[config.mk]
export PLATFORM = sky130hd
export DESIGN_NAME = hazard_forward_ctrl
export DESIGN_NICKNAME = d
export VERILOG_FILES = /design/src/rtl/hazard_forward_ctrl.sv
export SDC_FILE = /design/constraint.sdc
export NUM_CORES = 1
export LEC_CHECK = 0
export CORE_UTILIZATION = 50
export CTS_BUF_LIST = sky130_fd_sc_hd__clkbuf_8
export DETAILED_ROUTE_END_ITERATION = 7
export PLACE_DENSITY_LB_ADDON = 0.2
export SLEW_MARGIN = 30
export SYNTH_ARGS = -nofsm -noshare
export SYNTH_HDL_FRONTEND = slang
export SYNTH_SLANG_ARGS = --single-unit
[constraint.sdc]
create_clock -name clk -period 10.8 [get_ports clk]
set_clock_uncertainty 0.15 [all_clocks]
set_input_delay 3.24 -clock clk [delete_from_list [all_inputs] [get_ports clk]]
set_output_delay 3.24 -clock clk [all_outputs]
set_load 0.02 [all_outputs]
[src/rtl/hazard_forward_ctrl.sv]
// hazard_forward_ctrl: EX-operand forwarding selects plus load-use stall and branch flush control.
// Define HAZ_FORWARDING_EN to enable forwarding; without it hazards stall until the producer reaches WB.
module hazard_forward_ctrl #(
  parameter int REG_BITS = 5,
  parameter int CNT_BITS = 16
) (
  input  logic                clk,
  input  logic                reset,
  input  logic                id_valid,
  input  logic [REG_BITS-1:0] id_rs1,
  input  logic [REG_BITS-1:0] id_rs2,
  input  logic [REG_BITS-1:0] id_rd,
  input  logic                id_regwrite,
  input  logic                id_memread,
  input  logic                ex_branch_taken,
  output logic [1:0]          fwd_a_sel,
  output logic [1:0]          fwd_b_sel,
  output logic                stall,
  output logic                flush_ifid,
  output logic                flush_idex,
  output logic [CNT_BITS-1:0] stall_count
);
  typedef enum logic {RUN, STALL} state_t;
  state_t state, state_nx;
  logic [REG_BITS-1:0] ex_rs1, ex_rs2, ex_rd, mem_rd, wb_rd;
  logic ex_rw, ex_mr, mem_rw, mem_mr, wb_rw, ex_load, hazard, unused;
  function automatic logic writes(input logic rw, input logic [REG_BITS-1:0] rd, input logic [REG_BITS-1:0] r);
    return rw && rd == r && r != '0;
  endfunction
  assign ex_load = id_valid && !stall && !flush_idex;
  always_ff @(posedge clk) begin
    if (reset) begin
      ex_rs1 <= '0;
      ex_rs2 <= '0;
      ex_rd  <= '0;
      ex_rw  <= 1'b0;
      ex_mr  <= 1'b0;
      mem_rd <= '0;
      mem_rw <= 1'b0;
      mem_mr <= 1'b0;
      wb_rd  <= '0;
      wb_rw  <= 1'b0;
    end else begin
      ex_rs1 <= ex_load ? id_rs1 : '0;
      ex_rs2 <= ex_load ? id_rs2 : '0;
      ex_rd  <= ex_load ? id_rd : '0;
      ex_rw  <= ex_load && id_regwrite;
      ex_mr  <= ex_load && id_memread;
      mem_rd <= ex_rd;
      mem_rw <= ex_rw;
      mem_mr <= ex_mr;
      wb_rd  <= mem_rd;
      wb_rw  <= mem_rw;
    end
  end
`ifdef HAZ_FORWARDING_EN
  assign fwd_a_sel = writes(mem_rw, mem_rd, ex_rs1) ? 2'b10 : writes(wb_rw, wb_rd, ex_rs1) ? 2'b01 : 2'b00;
  assign fwd_b_sel = writes(mem_rw, mem_rd, ex_rs2) ? 2'b10 : writes(wb_rw, wb_rd, ex_rs2) ? 2'b01 : 2'b00;
  assign hazard = ex_mr && (writes(ex_rw, ex_rd, id_rs1) || writes(ex_rw, ex_rd, id_rs2));
  assign unused = mem_mr;
`else
  // WB never hazards: the register file writes before it reads
  assign fwd_a_sel = 2'b00;
  assign fwd_b_sel = 2'b00;
  assign hazard = writes(ex_rw, ex_rd, id_rs1) || writes(ex_rw, ex_rd, id_rs2) ||
                  writes(mem_rw, mem_rd, id_rs1) || writes(mem_rw, mem_rd, id_rs2);
  assign unused = ^{ex_rs1, ex_rs2, ex_mr, mem_mr, wb_rd, wb_rw};
`endif
  always_ff @(posedge clk) state <= reset ? RUN : state_nx;
  always_comb state_nx = (state == RUN) ? (stall ? STALL : RUN) : ((stall && !ex_branch_taken) ? STALL : RUN);
  always_comb begin
    stall      = id_valid && hazard && !ex_branch_taken;
    flush_ifid = ex_branch_taken;
    flush_idex = ex_branch_taken;
  end
  always_ff @(posedge clk) begin
    if (reset) stall_count <= '0;
    else if (stall && stall_count != '1) stall_count <= stall_count + 1'b1;
  end
endmodule

Yosys cells after proc, flatten, opt, wreduce, memory -nomap -nowiden

Index checks and enable logic that the tools add are counted.
W data, S select, Z words.

Register bits after elaboration: 28
Bits of input ports: 21

Bitwise operators: 1
$add $sub $neg: 1
Equal/unequal tests: 5
Reductions and logical operators: 22

Operators by type and width:

| operator                | count |
|---|---|
| $eq A5 B5 Y1            | 4 |
| $add A16 B1 Y16 const B | 1 |
| $ne A16 B16 Y1 const B  | 1 |
| $logic_and A1 B1 Y1     | 14 |
| $reduce_bool A5 Y1      | 2 |
| $logic_or A1 B1 Y1      | 3 |
| $logic_not A1 Y1        | 2 |
| $reduce_or A2 Y1        | 1 |
| $not A1 Y1              | 1 |

Logic depth before layout (Yosys ltp)

Gate-level depths: netlist (run 1).

Depth after elaboration: 13
Mapped depth: 8

Worst setup path before layout (run 1)

Ideal clock, no wire load.

Path kind: input to output
From: input id_rs1[1]
To: output stall
Arrival time: 4703 ps
Path buffers: 2
Slack: 2707 ps
Data required time: 7410 ps
Stages on the path: 7
Cell sequence: or4_1 -> nor2_2 -> nor3_1 -> o41ai_4 -> buf_6 -> buf_6 -> inv_2

Longest elaborated chain between the ends: 8
Elaborated cells between the ends (all ways): 12
Those cells by class: eq/ne (2); reduce/logical (10)

RTL lines:

| element                               | line | text |
|---|---|---|
| from (decl)                           | 10   | `input logic [REG_BITS-1:0] id_rs1,` |
| $eq A5 B5 Y1                          | 28   | `return rw && rd == r && r != '0;` |
| $logic_and A1 B1 Y1 (2 in series)     | 28   |  |
| $logic_or A1 B1 Y1                    | 65   | `assign hazard = writes(ex_rw, ex_rd, id_rs1) \|\| writes(ex_rw, ex_rd, id_rs2) \|\|` |
| $logic_or A1 B1 Y1 (*)                | 65   |  |
| $logic_or A1 B1 Y1 (*)                | 66   | `writes(mem_rw, mem_rd, id_rs1) \|\| writes(mem_rw, mem_rd, id_rs2);` |
| $logic_and A1 B1 Y1 (*) (2 in series) | 72   | `stall = id_valid && hazard && !ex_branch_taken;` |
| to (decl)                             | 18   | `output logic stall,` |

Every way passes the cells marked *; elsewhere a longest branch is shown, timed or not.

Worst setup path in the final report (run 1)

From: input id_rs1[2]
To: output stall

Same word-level chain as after synthesis.

==> flow_summary.toml, run 1 <==
[drt]
drtIter0Drc = 52
wl_per_cell_um = 14.0
routed_wl_um = 3300
drt_pass1_iterations = 8
ant_nets = 0
via_per_inst = 5.70
drc = 4
via_count = 1345

[critical_path]
slowest_stage = "or4_1"
crit_path_max_incr_delay_ps = 540
critPathCaptureType = "output port"
r2r-end = "stall_count[8]"
reg2reg_slack_ps = 8360
worstSetupPathType = "in -> out"
critPathMaxFanout = 30
crit_top_cell = "clkdlybuf4s50_1"
timing.rr.start = "stall_count[1]"
cp.required_ps = 7410
worstSetupStartpointType = "input pin"
crit_chain = "clkdlybuf4s50_1 -> or4_1 -> nor2_2 -> nor3_1 -> o41ai_4 -> buf_4 -> inv_2 -> clkdlybuf4s50_1"
r2r_cells = 5
cp.arrival_ps = 5700

[floorplan]
die-area_um2 = 3370
die-height_um = 58.0
placementRows = 19
dieWidth_um = 58.0
core_area_um2 = 2850
io_pins = 44
initial_core_util_pct = 55.0

[cts]
cts_resized = 0
cts_buffers = 3
ctsHoldBuffers = 0
htreeDepth = 1
cts_buffer_depth = 2
clkSlewWorstSetupHoldPaths_ps = 90
cts_root_buf = "clkbuf_8"
cts_tree = "built"
clock_latency_ps = 270
post-cts-setup-buffers = 0
cts_sinks = 28

[min_path]
whs_path_depth = 1
hold_path_class = "reg -> reg"
hp-start = "ex_rw"
hold_end = "mem_rw"

[pwr]
p_switching_uw = 40.9
seqPwrFrac_pct = 55.7
p_leak_nw = 0.618
pwr-share-comb_pct = 10.7
pwr_density_cell_nw_per_um2 = 95.7
clkPwrFrac_pct = 33.6
vdd_drop_max_mv = 0.0604
swShare_pct = 21.7
intPower_uw = 148

[finish]
stdcell_area_um2 = 1970
drive_above_1_share_pct = 10.7
layout.nets = 228
area_growth_pct = 25.8
multi_input_area_um2 = 921
antenna-diode-count = 0
fillers = 241
seqCellArea_um2 = 561
final_core_util_pct = 69.2

[logic_synthesis]
ys_seq_elements = 28
synthXorXnorAreaFrac_pct = 11.2
synth_top_area_share_pct = 35.7
synthDistinctLibCells = 41
synthMuxAreaShare_pct = 0.957
yosys.area.top_type = "dfxtp_1"
synth-compound-area-share_pct = 15.2
async_flop_share_pct = 0
synth_top_family_by_area = "simple AND/OR/NAND/NOR gates"
synth_edf_count = 0
synthSimpleGateAreaFrac_pct = 28.9
synth.top_cells.by_area = "dfxtp_1 (36%), xnor2_1 (11%), or4_1 (4.8%)"
syn_area_um2 = 1570
synthAdderAreaFrac_pct = 0.797
ys.flop_type = "dfxtp_1"
yosys_warnings = 0
avgSynthCellArea_um2 = 9.12
postSynthCellCount = 172
yosysSeqAreaShare_pct = 35.7

[timing]
worst_pin_slew_ps = 738
timing.fmax_mhz = 110
rsz0062_at_grt = "false"
worst_slack_ps = 1710
fin_setup_tns_ps = 0
setup_viol = 0
maxSlewViolCount = 0
holdWs_ps = 337
hold_viol = 0
slew_headroom_pct = 50.7
post-route-min-period_ps = 9090
min_period_over_period_pct = 84.2

[flow_run]
cap_violations = 0

[outcome]
outcome = "finished, violations left"
violations = "design-rule violations"

[placement]
port_buffers = 38
gp_congestion = 0.747
hpwl_um = 2500
postPlaceCellArea_um2 = 1920
pre_cts_ws_ps = 1700

[global_route]
gr-total-overflow = 0
grt_max_degree = 31
grt_usage_pct = 21.3
antenna_found_initial = 0
grt_pass1_vias = 1336
grt_pass1_wl_um = 5620
==> how the worst max path moves through the flow <==
stage                     slack, ps  depth (start not counted)  endpoint      start
after floorplan                2710                          7     stall  id_rs1[1]
after global placement         1720                          8     stall  id_rs1[2]
after detailed placement       1700                          8     stall  id_rs2[2]
after CTS                      1690                          8     stall  id_rs2[2]
after global routing           1550                          8     stall  id_rs1[1]
final                          1710                          8     stall  id_rs1[2]
==> power by group through the flow <==
stage          Combinational (mW)  Clock [mW]  Sequential, mW
3_3_place_gp               0.0198           0           0.107
6_report                   0.0202      0.0635           0.105
5_1_grt                    0.0220      0.0697           0.105
4_1_cts                    0.0206      0.0655           0.105
2_1_floorplan              0.0114           0           0.107
3_5_place_dp               0.0205           0           0.108
==> worst max-delay path, delay by kind of cell <==
| kind | cells | cell delay [ps] |
|---|---|---|
| buffers and inverters | 4 | 1380 |
| AND/OR/NAND/NOR | 3 | 750 |
| AO/OA/AOI/OAI | 1 | 310 |
==> routing by layer <==
layer | global-route usage, % | wire (um)
met1 | 25.7 | 1510
met2 | 39.6 | 1630
met3 | 2.90 | 138
met4 | 5.44 | 25
met5 | 0 | 0
==> flip-flops by register name, indices dropped and copies added (netlist names) <==
| signal | flops |
|---|---|
| stall_count | 16 |
| mem_rw | 1 |
| ex_rd | 5 |
| mem_rd | 5 |
| ex_rw | 1 |
==> cells in the mapped netlist, drive strengths merged (2+ instances only) <==
cell / instances
dfxtp: 28
o21ai: 4
nand4: 7
o31ai: 9
nand2: 9
or3: 5
inv: 4
nand3: 6
nor3: 6
and2: 6
xnor2: 20
nor4: 3
a21oi: 14
clkbuf: 3
o41ai: 2
buf: 10
nor2b: 8
or4: 11
nor2: 6
==> per-stage QoR <==
step,power (mW),instances
3_5_place_dp,0.128,232
4_1_cts,0.191,236
6_report,0.189,236
5_1_grt,0.197,236
3_3_place_gp,0.127,232
2_1_floorplan,0.119,175
==> kinds of logic after synthesis <==
| kind of cell | count (synthesis) |
|---|---|
| buffers and inverters | 17 |
| xor gates and xnor gates | 20 |
| and+or+nand+nor | 73 |
| muxes | 1 |
| DFF | 28 |
| adders and majority gates | 1 |
| other | 1 |
| AOI/OAI and AO/OA | 31 |
==> cells in the final DEF, fill, tap and decap left out, types with 2 or more instances in the layout <==
cell type / instances
o21ai_1: 2
conb_1: 4
nor2b_1: 8
and2_1: 6
clkdlybuf4s50_1: 37
dfxtp_1: 28
nor4_1: 3
inv_1: 3
or4_1: 10
o31ai_1: 9
or3_1: 5
nand3_1: 6
nor2_1: 4
nor3_1: 4
clkbuf_8: 4
nand2_1: 9
a21oi_2: 6
xnor2_1: 20
a21oi_1: 8
nand4_1: 7
==> cell type report <==
cell class	instances	share of cell area, %
clock buffers	4	2.79
inverters	4	0.761
multi-input cells	130	46.7
flip-flops and latches	28	28.4
well taps	31	1.97
repair buffers	39	19.4
No activity file was read; power rests on OpenSTA's default activity.
==> inputs of run 2 (changes only) <==
--- a/config.mk
+++ b/config.mk
@@ -5,7 +5,7 @@
 export SDC_FILE = /design/constraint.sdc
 export NUM_CORES = 1
 export LEC_CHECK = 0
-export CORE_UTILIZATION = 50
+export CORE_UTILIZATION = 49
 export CTS_BUF_LIST = sky130_fd_sc_hd__clkbuf_8
 export DETAILED_ROUTE_END_ITERATION = 7
 export PLACE_DENSITY_LB_ADDON = 0.2
==> constraint.sdc (replaced) <==
create_clock -name clk -period 8.6 [get_ports clk]
set_clock_uncertainty 0.15 [all_clocks]
set_input_delay 2.58 -clock clk [delete_from_list [all_inputs] [get_ports clk]]
set_output_delay 2.58 -clock clk [all_outputs]
set_load 0.02 [all_outputs]
==> run 2 against run 1 <==
Against the previous run:
- the flow now finishes without violations
- final cell count grew 5.9%
- global-route usage shrank 1.0 points
- sequential cell count is the same
- combinational power grew 25%
- power grew 26%
- die area grew 2.0%
- largest power group unchanged
- clock-buffer cell count is the same
- via count shrank 0.89%
==> flow_summary.toml, run 2 (synthesized netlist as in run 1, its figures left out) <==
[cts]
cts_sinks = 28
ctsHoldBuffers = 0
clock_latency_ps = 280
cts_tree = "built"
cts_root_buf = "clkbuf_8"
clkSlewWorstSetupHoldPaths_ps = 100
cts_buffers = 3
cts_buffer_depth = 2
post-cts-setup-buffers = 0
cts_resized = 0
htreeDepth = 1

[critical_path]
crit_top_cell = "clkdlybuf4s50_1"
critPathBufInv = 3
crit_path_max_incr_delay_ps = 570
cp.required_ps = 5870
slowest_stage = "or4_1"
cp.arrival_ps = 4800
crit_family = "buffers and inverters"
worstSetupPathType = "in -> out"
worstSetupStartpointType = "input pin"
crit_chain = "clkdlybuf4s50_1 -> or4_1 -> nor2_2 -> nor3_1 -> o41ai_4 -> inv_2 -> clkdlybuf4s50_1"
critPathMaxFanout = 3
critPathCaptureType = "output port"

[timing]
worst_pin_slew_ps = 567
fin_setup_tns_ps = 0
timing.fmax_mhz = 133
hold_viol = 0
setup_viol = 0
holdWs_ps = 340
post-route-min-period_ps = 7530
maxSlewViolCount = 0
min_period_over_period_pct = 87.6
rsz0062_at_grt = "false"
slew_headroom_pct = 62.0

[pwr]
pwr_density_cell_nw_per_um2 = 120
p_leak_nw = 0.607
vdd_drop_max_mv = 0.0781

[placement]
gp_congestion = 0.738
postPlaceCellArea_um2 = 1940
port_buffers = 38
hpwl_um = 2510

[drt]
drt_pass1_iterations = 4
routed_wl_um = 3310
ant_nets = 0
via_per_inst = 5.33
drc = 0
drtIter0Drc = 59
via_count = 1333
wl_per_cell_um = 13.3

[finish]
layout_commonest_cell = "clkdlybuf4s50_1"
area_growth_pct = 26.9
layout.nets = 229
largest_reg_flops = 16
multi_input_area_um2 = 915
drive_above_1_share_pct = 11.2
layout_common_cells = "clkdlybuf4s50_1 (37), dfxtp_1 (28), xnor2_1 (20)"
reg_top3 = "stall_count (16), ex_rd (5), mem_rd (5)"
antenna-diode-count = 0
stdcell_area_um2 = 1990
seqCellArea_um2 = 561
fillers = 255
largest_register = "stall_count"

[flow_run]
cap_violations = 0

[global_route]
grt_pass1_vias = 1226
gr-total-overflow = 0
grt_pass1_wl_um = 5300
antenna_found_initial = 0
grt_max_degree = 30
grt_usage_pct = 20.3

[floorplan]
core_area_um2 = 3050
die-area_um2 = 3430
io_pins = 44
die-height_um = 58.6
placementRows = 20
dieWidth_um = 58.6
initial_core_util_pct = 51.4

[outcome]
outcome = "completed"

[min_path]
hold_path_class = "reg -> reg"
-- run 2: changes by cell type in the layout (fill, tap and decap cells not counted), sizes merged --
cell / change
buf: +1
-- run 2: final cells by class --
type	instances	share of cell area (%)
Clock buffer	4	2.77
Multi-Input combinational cell	130	45.9
Sequential cell	28	28.2
Tap cell	44	2.77
Timing Repair Buffer	40	19.6
Inverter	4	0.754
-- run 2: report_power, final --
group | switching, mW | total [mW] | internal (mW)
logic | 0.0111 | 0.0253 | 0.0141
clock network | 0.0405 | 0.0815 | 0.0410
registers | 0.00122 | 0.132 | 0.131
total | 0.0529 | 0.239 | 0.186
-- run 2: routing by layer --
| metal | vias to the layer above | track usage (%) | wire [um] |
|---|---|---|---|
| li1 | 684 | - | - |
| met1 | 617 | 24.7 | 1590 |
| met2 | 27 | 36.0 | 1570 |
| met3 | 5 | 2.86 | 105 |
| met4 | 0 | 8.16 | 46 |
| met5 | - | 0 | 0 |
-- run 2: per-stage QoR --
| stage | std cells | setup slack, ps | total power [mW] | util [%] |
|---|---|---|---|---|
| final | 250 | 1070 | 0.239 | 65.2 |
| after global placement | 246 | 1090 | 0.160 | 63.6 |
| after CTS | 250 | 1060 | 0.241 | 65.4 |
| after detailed placement | 246 | 1060 | 0.161 | 63.6 |
| after global routing | 250 | 941 | 0.248 | 65.2 |
| after floorplan | 175 | 1830 | 0.149 | - |
-- run 2: worst paths after layout --
check	startpoint	end	slack, ps	cells after the start
worst max-delay path	id_rs1[1]	stall	1070	7
worst min register to register	ex_rw	mem_rw	340	1
worst max register to register	stall_count[1]	stall_count[8]	6120	6
worst min-delay path	ex_rw	mem_rw	340	1
